## config.mk

```make
export PLATFORM = sky130hd
export DESIGN_NAME = ghostbus_arb2
export DESIGN_NICKNAME = d
export VERILOG_FILES = /design/src/rtl/ghostbus_arb_pkg.sv /design/src/rtl/ghostbus_rr2.sv /design/src/rtl/ghostbus_arb2.sv
export SDC_FILE = /design/constraint.sdc
export NUM_CORES = 1
export LEC_CHECK = 0
export BUFFER_PORTS_ARGS = -buffer_cell sky130_fd_sc_hd__buf_4
export CORE_MARGIN = 10
export CORE_UTILIZATION = 35
export CTS_BUF_LIST = sky130_fd_sc_hd__clkbuf_8 sky130_fd_sc_hd__clkbuf_16
export CTS_CLUSTER_DIAMETER = 30
export CTS_CLUSTER_SIZE = 24
export DETAILED_ROUTE_END_ITERATION = 10
export GPL_TIMING_DRIVEN = 1
export PLACE_DENSITY = 0.7
export SYNTH_ARGS = -nofsm -noshare
export SYNTH_HDL_FRONTEND = slang
export SYNTH_SLANG_ARGS = --single-unit
```

## constraint.sdc

```tcl
create_clock -name gb_clk -period 1.65 [get_ports gb_clk]
set_input_delay 0.33 -clock gb_clk [delete_from_list [all_inputs] [get_ports gb_clk]]
set_output_delay 0.33 -clock gb_clk [all_outputs]
set_load 0.01 [all_outputs]
```

## src/rtl/ghostbus_arb_pkg.sv

```systemverilog
// ghostbus_arb_pkg: shared types and constants
// for the ghostbus host-port arbiter.
package ghostbus_arb_pkg;

  typedef enum logic [1:0] {
    ST_IDLE,
    ST_ISSUE,
    ST_WAIT,
    ST_ACK
  } arb_state_e;

  localparam logic OWNER_A = 1'b0;
  localparam logic OWNER_B = 1'b1;

  localparam int RDLAT_W = 4;

endpackage

```

## src/rtl/ghostbus_rr2.sv

```systemverilog
// ghostbus_rr2: combinational 2-way round-robin
// picker; on a tie the non-owner wins.
module ghostbus_rr2
  import ghostbus_arb_pkg::*;
(
  input  logic req_a,
  input  logic req_b,
  input  logic owner,
  output logic grant_valid,
  output logic grant_sel
);

  // pick a requester, rotating priority away from the last owner
  always_comb begin
    grant_valid = req_a | req_b;
    grant_sel   = OWNER_A;
    unique case (1'b1)
      (req_a & req_b):  grant_sel = ~owner;
      (req_b & ~req_a): grant_sel = OWNER_B;
      default:          grant_sel = OWNER_A;
    endcase
  end

endmodule

```

## src/rtl/ghostbus_arb2.sv

```systemverilog
// ghostbus_arb2: two-requester arbiter sharing one
// ghostbus host port, one transaction in flight.
module ghostbus_arb2
  import ghostbus_arb_pkg::*;
#(
  parameter int AW     = 24,
  parameter int DW     = 32,
  parameter int RD_LAT = 1
) (
  input  logic          gb_clk,
  input  logic          gb_rst,
  input  logic          req_a,
  input  logic          we_a,
  input  logic [AW-1:0] addr_a,
  input  logic [DW-1:0] wdata_a,
  output logic          ack_a,
  output logic [DW-1:0] rdata_a,
  input  logic          req_b,
  input  logic          we_b,
  input  logic [AW-1:0] addr_b,
  input  logic [DW-1:0] wdata_b,
  output logic          ack_b,
  output logic [DW-1:0] rdata_b,
  output logic [AW-1:0] gb_addr,
  output logic [DW-1:0] gb_dout,
  output logic          gb_we,
  output logic          gb_rstb,
  input  logic [DW-1:0] gb_din,
  output logic          busy,
  output logic          owner
);

  if (RD_LAT < 1 || RD_LAT > 15) begin : g_rdlat_bad
    $error("ghostbus_arb2: RD_LAT must be 1..15");
  end

  localparam logic [RDLAT_W-1:0] RD_LAT_M1 =
    RDLAT_W'(RD_LAT - 1);

  arb_state_e           state_q, state_d;
  logic                 owner_q, owner_d;
  logic                 we_q, we_d;
  logic [AW-1:0]        addr_q, addr_d;
  logic [DW-1:0]        wdata_q, wdata_d;
  logic [RDLAT_W-1:0]   cnt_q, cnt_d;
  logic [DW-1:0]        rdata_a_q, rdata_a_d;
  logic [DW-1:0]        rdata_b_q, rdata_b_d;
  logic                 grant_valid;
  logic                 grant_sel;

  ghostbus_rr2 u_rr (
    .req_a       (req_a),
    .req_b       (req_b),
    .owner       (owner_q),
    .grant_valid (grant_valid),
    .grant_sel   (grant_sel)
  );

  // next-state: arbitration, capture, read-latency count
  always_comb begin
    state_d   = state_q;
    owner_d   = owner_q;
    we_d      = we_q;
    addr_d    = addr_q;
    wdata_d   = wdata_q;
    cnt_d     = cnt_q;
    rdata_a_d = rdata_a_q;
    rdata_b_d = rdata_b_q;
    unique case (state_q)
      ST_IDLE: begin
        if (grant_valid) begin
          owner_d = grant_sel;
          if (grant_sel == OWNER_B) begin
            we_d    = we_b;
            addr_d  = addr_b;
            wdata_d = wdata_b;
          end else begin
            we_d    = we_a;
            addr_d  = addr_a;
            wdata_d = wdata_a;
          end
          state_d = ST_ISSUE;
        end
      end
      ST_ISSUE: begin
        if (we_q) begin
          state_d = ST_ACK;
        end else begin
          cnt_d   = RD_LAT_M1;
          state_d = ST_WAIT;
        end
      end
      ST_WAIT: begin
        if (cnt_q == '0) begin
          if (owner_q == OWNER_B) begin
            rdata_b_d = gb_din;
          end else begin
            rdata_a_d = gb_din;
          end
          state_d = ST_ACK;
        end else begin
          cnt_d = cnt_q - RDLAT_W'(1);
        end
      end
      ST_ACK: begin
        state_d = ST_IDLE;
      end
      default: begin
        state_d = ST_IDLE;
      end
    endcase
  end

  // state and capture registers
  always_ff @(posedge gb_clk) begin
    if (gb_rst) begin
      state_q   <= ST_IDLE;
      owner_q   <= OWNER_B;
      we_q      <= 1'b0;
      addr_q    <= '0;
      wdata_q   <= '0;
      cnt_q     <= '0;
      rdata_a_q <= '0;
      rdata_b_q <= '0;
    end else begin
      state_q   <= state_d;
      owner_q   <= owner_d;
      we_q      <= we_d;
      addr_q    <= addr_d;
      wdata_q   <= wdata_d;
      cnt_q     <= cnt_d;
      rdata_a_q <= rdata_a_d;
      rdata_b_q <= rdata_b_d;
    end
  end

  assign gb_addr = addr_q;
  assign gb_dout = wdata_q;
  assign gb_we   = (state_q == ST_ISSUE) & we_q;
  assign gb_rstb = (state_q == ST_ISSUE) & ~we_q;
  assign ack_a   = (state_q == ST_ACK) &
                   (owner_q == OWNER_A);
  assign ack_b   = (state_q == ST_ACK) &
                   (owner_q == OWNER_B);
  assign rdata_a = rdata_a_q;
  assign rdata_b = rdata_b_q;
  assign busy    = (state_q != ST_IDLE);
  assign owner   = owner_q;

endmodule

```

After elaboration in Yosys (flattened, before gate mapping)

Cells that the tools add are included.

Bitwise operators: 10
Reductions and logical operators: 9
Mux-type cells: 11
Equality and inequality tests: 7
Add/subtract/negate cells: 1

Operators with widths:

| cell                | count |
|---|---|
| $mux 32             | 1 |
| $mux 24             | 1 |
| $reduce_and 3->1    | 3 |
| $mux 4              | 2 |
| $ne 2x2->1 const B  | 4 |
| $pmux 2 s4          | 1 |
| $pmux 4 s2          | 1 |
| $and 1x1->1         | 6 |
| $eq 2x2->1 const B  | 2 |
| $logic_not 4->1     | 1 |
| $mux 2              | 2 |
| $reduce_and 2->1    | 2 |
| $reduce_bool 2->1   | 2 |
| $sub 4x1->4 const B | 1 |
| $not 1->1           | 3 |
| $eq 2x1->1 const B  | 1 |
| $logic_not 2->1     | 1 |
| $mux 1              | 2 |
| $pmux 1 s2          | 1 |
| $or 1x1->1          | 1 |

Input port bits: 150
Word-level logic and storage cells: 46
Output and inout port bits: 126
Flip-flop bits (word level): 128

Logic depth before layout (Yosys ltp)

Depth after elaboration: 4
Mapped depth: 8
Depth with buffers taken out: 6

Cells and area by module

From an unflattened synthesis, not the netlist that was laid out.

Cell total of the unflattened synthesis: 590
Area total of the unflattened synthesis: 5178.7 um2

By module, submodules not included:

| module        | area an instance (um2) | seq. area each (um2) | times used | cells an instance |
|---|---|---|---|---|
| ghostbus_arb2 | 5165.0                 | 2562.5               | 1          | 588 |
| ghostbus_rr2  | 13.8                   | 0.0                  | 1          | 2 |

Worst setup path before layout

Ideal clock, no wire load.

Kind: reg-to-reg
Start point: reg state_q[0]
End point: reg rdata_b_q[12] (netlist: rdata_b[12])
Stages on the path, launching flop included: 9
Path buffers: 3
Data required time: 1518 ps
Setup time: 132 ps
Clock period less this slack: 1592 ps
Path slack: 58 ps
Arrival: 1460 ps
Path through: dfxtp_1 -> inv_1 -> ha_1 -> buf_4 -> and4bb_2 -> buf_2 -> buf_2 -> nand3_1 -> a21oi_1

Word-level cells in the longest chain between the ends: 2

Ends and longest elaborated chain:

| element                    | RTL line             | text |
|---|---|---|
| from (decl)                | ghostbus_arb2.sv:40  | `arb_state_e state_q, state_d;` |
| from (signal assigned)     | ghostbus_arb2.sv:126 | `state_q <= state_d;` |
| $eq 2x2->1                 | ghostbus_arb2.sv:69  | `unique case (state_q)` |
| $reduce_and 3->1 (no line) | -                    |  |
| to (signal assigned)       | ghostbus_arb2.sv:133 | `rdata_b_q <= rdata_b_d;` |
| to (decl)                  | ghostbus_arb2.sv:47  | `logic [DW-1:0] rdata_b_q, rdata_b_d;` |

Every way passes these cells.
A chain may end at the register's enable or synchronous reset.

Final worst setup path

Start point: reg state_q[1]
End point: reg state_q[0]

Word-level cells in the longest chain between the ends: 3
Elaborated cells between the ends (all ways): 8
Classes of those cells: eq/ne (5); mux (1); reduce/logical (2)

Ends and longest elaborated chain:

| element                                              | RTL line |
|---|---|
| $eq 2x2->1 / $logic_not 2->1 (equally long branches) | ghostbus_arb2.sv:69 |
| $ne 2x2->1 (no line)                                 | - |
| $reduce_and 2->1 (no line)                           | - |

Several ways; a longest one is shown, not always the timed one.

==> impl_metrics.json <==
{
  "setup_viol": 0,
  "wl_per_cell_um": 18.1,
  "worst-endpoint-required_ns": 1.93,
  "final_cell_mix": "buf_4, dfxtp_1, a21oi_1, nand3_1",
  "period_needed_ns": 1.61,
  "numCtsBuffers": 17,
  "hold_buffers": 0,
  "drc": 0,
  "switching_share_pct": 33.0,
  "p_per_area_nw_per_um2": 1540,
  "comb_power_share_pct": 38.1,
  "cts_root_buf": "clkbuf_16",
  "utilization_pct": 56.8,
  "grt_use_total_pct": 17.0,
  "ys_warn_count": 0,
  "clk_latency_ns": 0.41,
  "holdPathStages": 3,
  "r2r-start": "state_q[1]",
  "routed_wirelength_mm": 19.4,
  "clock_skew_ns": 0.00754,
  "io_buffers": 275,
  "initial_utilization_pct": 35.6,
  "dieArea_um2": 20800,
  "fmax_mhz": 621,
  "die_h_um": 144,
  "grt_overflow_total": 0,
  "ys_ff_latch": 128,
  "core_um2": 15200,
  "pwr-share-clk_pct": 29.7,
  "worst_ep_arrival_time_ns": 1.89,
  "synth_edf_count": 0,
  "synth_area_per_cell_um2": 8.95,
  "num_rows": 45,
  "grt_max_degree": 65,
  "hold_violations": 0,
  "tritoncts": "done",
  "hpwlAfterDp_mm": 13.5,
  "slew_headroom_pct": 72.6,
  "fin_crit_sh_pct": 97.7,
  "path_max_fanout": 6,
  "drv_slew": 0,
  "dieWidth_um": 144,
  "n_antenna_cell": 0,
  "gp_congestion": 0.758,
  "syn-num-nets": 762,
  "antenna_found_initial": 0,
  "crit_type": "reg2reg",
  "start_kind": "flop",
  "layout.nets": 1026,
  "drt_iter0_drc": 250,
  "leakagePower_nw": 3.73,
  "max_cap_violations": 0,
  "p_sw_w": 0.00440,
  "r2r_cells": 7,
  "drive_above_1_share_pct": 40.6,
  "cts.sinks": 128,
  "syn_inst": 605,
  "holdWs_ns": 0.196,
  "synth_ff_type": "dfxtp_1",
  "final_common_cell": "buf_4",
  "status": "finished clean",
  "area_growth_pct": 59.5,
  "p_seq_share_pct": 32.2,
  "whs_endpoint": "rdata_b[31]",
  "tightest_slew_ns": 0.411,
  "rrSetupSlack_ns": 0.04,
  "htreeDepth": 4,
  "first_global_vias": 5436,
  "synthesis.area_um2": 5410,
  "async_flop_share_pct": 0,
  "p_int_w": 0.00893,
  "ir_drop_uv": 705,
  "worstHoldStart": "gb_din[31]",
  "ant_nets": 0,
  "grt_pass1_wl_mm": 28.1,
  "clk_pin_slew_ns": 0.05,
  "reg2reg_to": "state_q[0]",
  "via_per_inst": 5.09,
  "io_pins": 276,
  "max-clock-path-buffers": 2,
  "synthDistinctLibCells": 34,
  "ys_seq_area_share_pct": 47.3,
  "rsz0062_at_grt": "true",
  "first_pass_iters": 5,
  "hold_class": "in2reg",
  "crit_path_end_kind": "flop",
  "routed-via-count": 5446
}
cells by family after synthesis:
group                    Yosys count  synth area share (%)
AO/OA/AOI/OAI                    201                  21.9
adder cells (fa/ha/maj)            7                  1.62
buffers and inverters             70                  6.15
flip-flops                       128                  47.3
multiplexers                      58                  10.7
AND/OR/NAND/NOR                  141                  12.3
sequential cells by signal (all words and copies together), names as in the netlist:
signal	count
cnt_q	4
gb_addr	24
gb_dout	32
owner	1
rdata_a	32
rdata_b	32
state_q	2
we_q	1
cells in the mapped netlist, types with 2 or more instances:
library cell / instances / share of area [%]
dfxtp_1: 128 / 47
a21oi_1: 67 / 6.2
o21ai_0: 65 / 6.0
nand3_1: 64 / 5.9
a211oi_1: 59 / 8.2
nor2_1: 59 / 4.1
mux2i_1: 58 / 11
clkbuf_1: 39 / 2.7
buf_2: 14 / 1.3
ha_1: 7 / 1.6
inv_1: 7 / 0.49
nor2b_1: 4 / 0.46
buf_1: 3 / 0.21
buf_4: 3 / 0.42
buf_8: 3 / 0.83
nand2b_1: 3 / 0.35
nand4_1: 3 / 0.35
a31oi_1: 2 / 0.23
o31ai_1: 2 / 0.28
critical path, stage by stage (launching register included):
cell and delay, ns:
dfxtp_4 0.36, buf_4 0.14, ha_1 0.20, buf_6 0.13, buf_4 0.15, buf_4 0.15
a211oi_2 0.24, o32ai_2 0.12
stage by stage:
step,setup slack [ns],area [um2],power (W),TNS (ns),instances
after floorplan,0.0581,5410,0.00670,0,605
after CTS,-0.0284,8420,0.0132,-0.0291,1058
final,0.0386,8640,0.0133,0,1069
after detailed placement,0.0553,7720,0.00900,0,1025
after global routing,-0.0553,8640,0.0142,-0.403,1069
after global placement,0.0590,7720,0.00895,0,1025
final cells by class:
type	count	area, um2
fill	1384	6570
multi-input combinational	407	2630
sequential	128	2570
timing repair buffer	308	2550
clock buffer	20	467
tap	188	235
clock inverter	11	163
inverter	7	31.3
layer usage:
metal	vias to the layer above	routed length, um	track usage, %
met3	12	2330	8.43
li1	2734	-	-
met4	0	157	5.11
met5	-	0	0
met1	2448	7760	19.8
met2	252	9140	26.8
power by group through the flow:
stage / combinational [W] / clock [W] / sequential, W
global placement: 0.00466 / 0 / 0.00429
CTS: 0.00481 / 0.00406 / 0.00428
floorplan: 0.00207 / 0 / 0.00463
detailed placement: 0.00469 / 0 / 0.00431
global route: 0.00559 / 0.00418 / 0.00440
finish: 0.00508 / 0.00396 / 0.00429
how the worst max path moves through the flow:
stage	endpoint	start	depth (start not counted)	slack, ns
floorplan	rdata_b[12]	state_q[0]	8	0.06
global placement	cnt_q[0]	state_q[1]	6	0.06
detailed placement	state_q[0]	cnt_q[0]	5	0.06
CTS	busy	state_q[0]	4	-0.03
global route	ack_a	state_q[0]	3	-0.06
finish	state_q[0]	state_q[1]	7	0.04
what timing repair did:
item                                    in CTS  in global routing
hold endpoints to repair                     0                  0
endpoints found under the setup margin       5                 73
setup buffers                                1                  6
pin swaps                                    0                  1
gates resized for setup                     12                 37
gates cloned                                 1                  5
No activity file was read; power rests on OpenSTA's default activity.
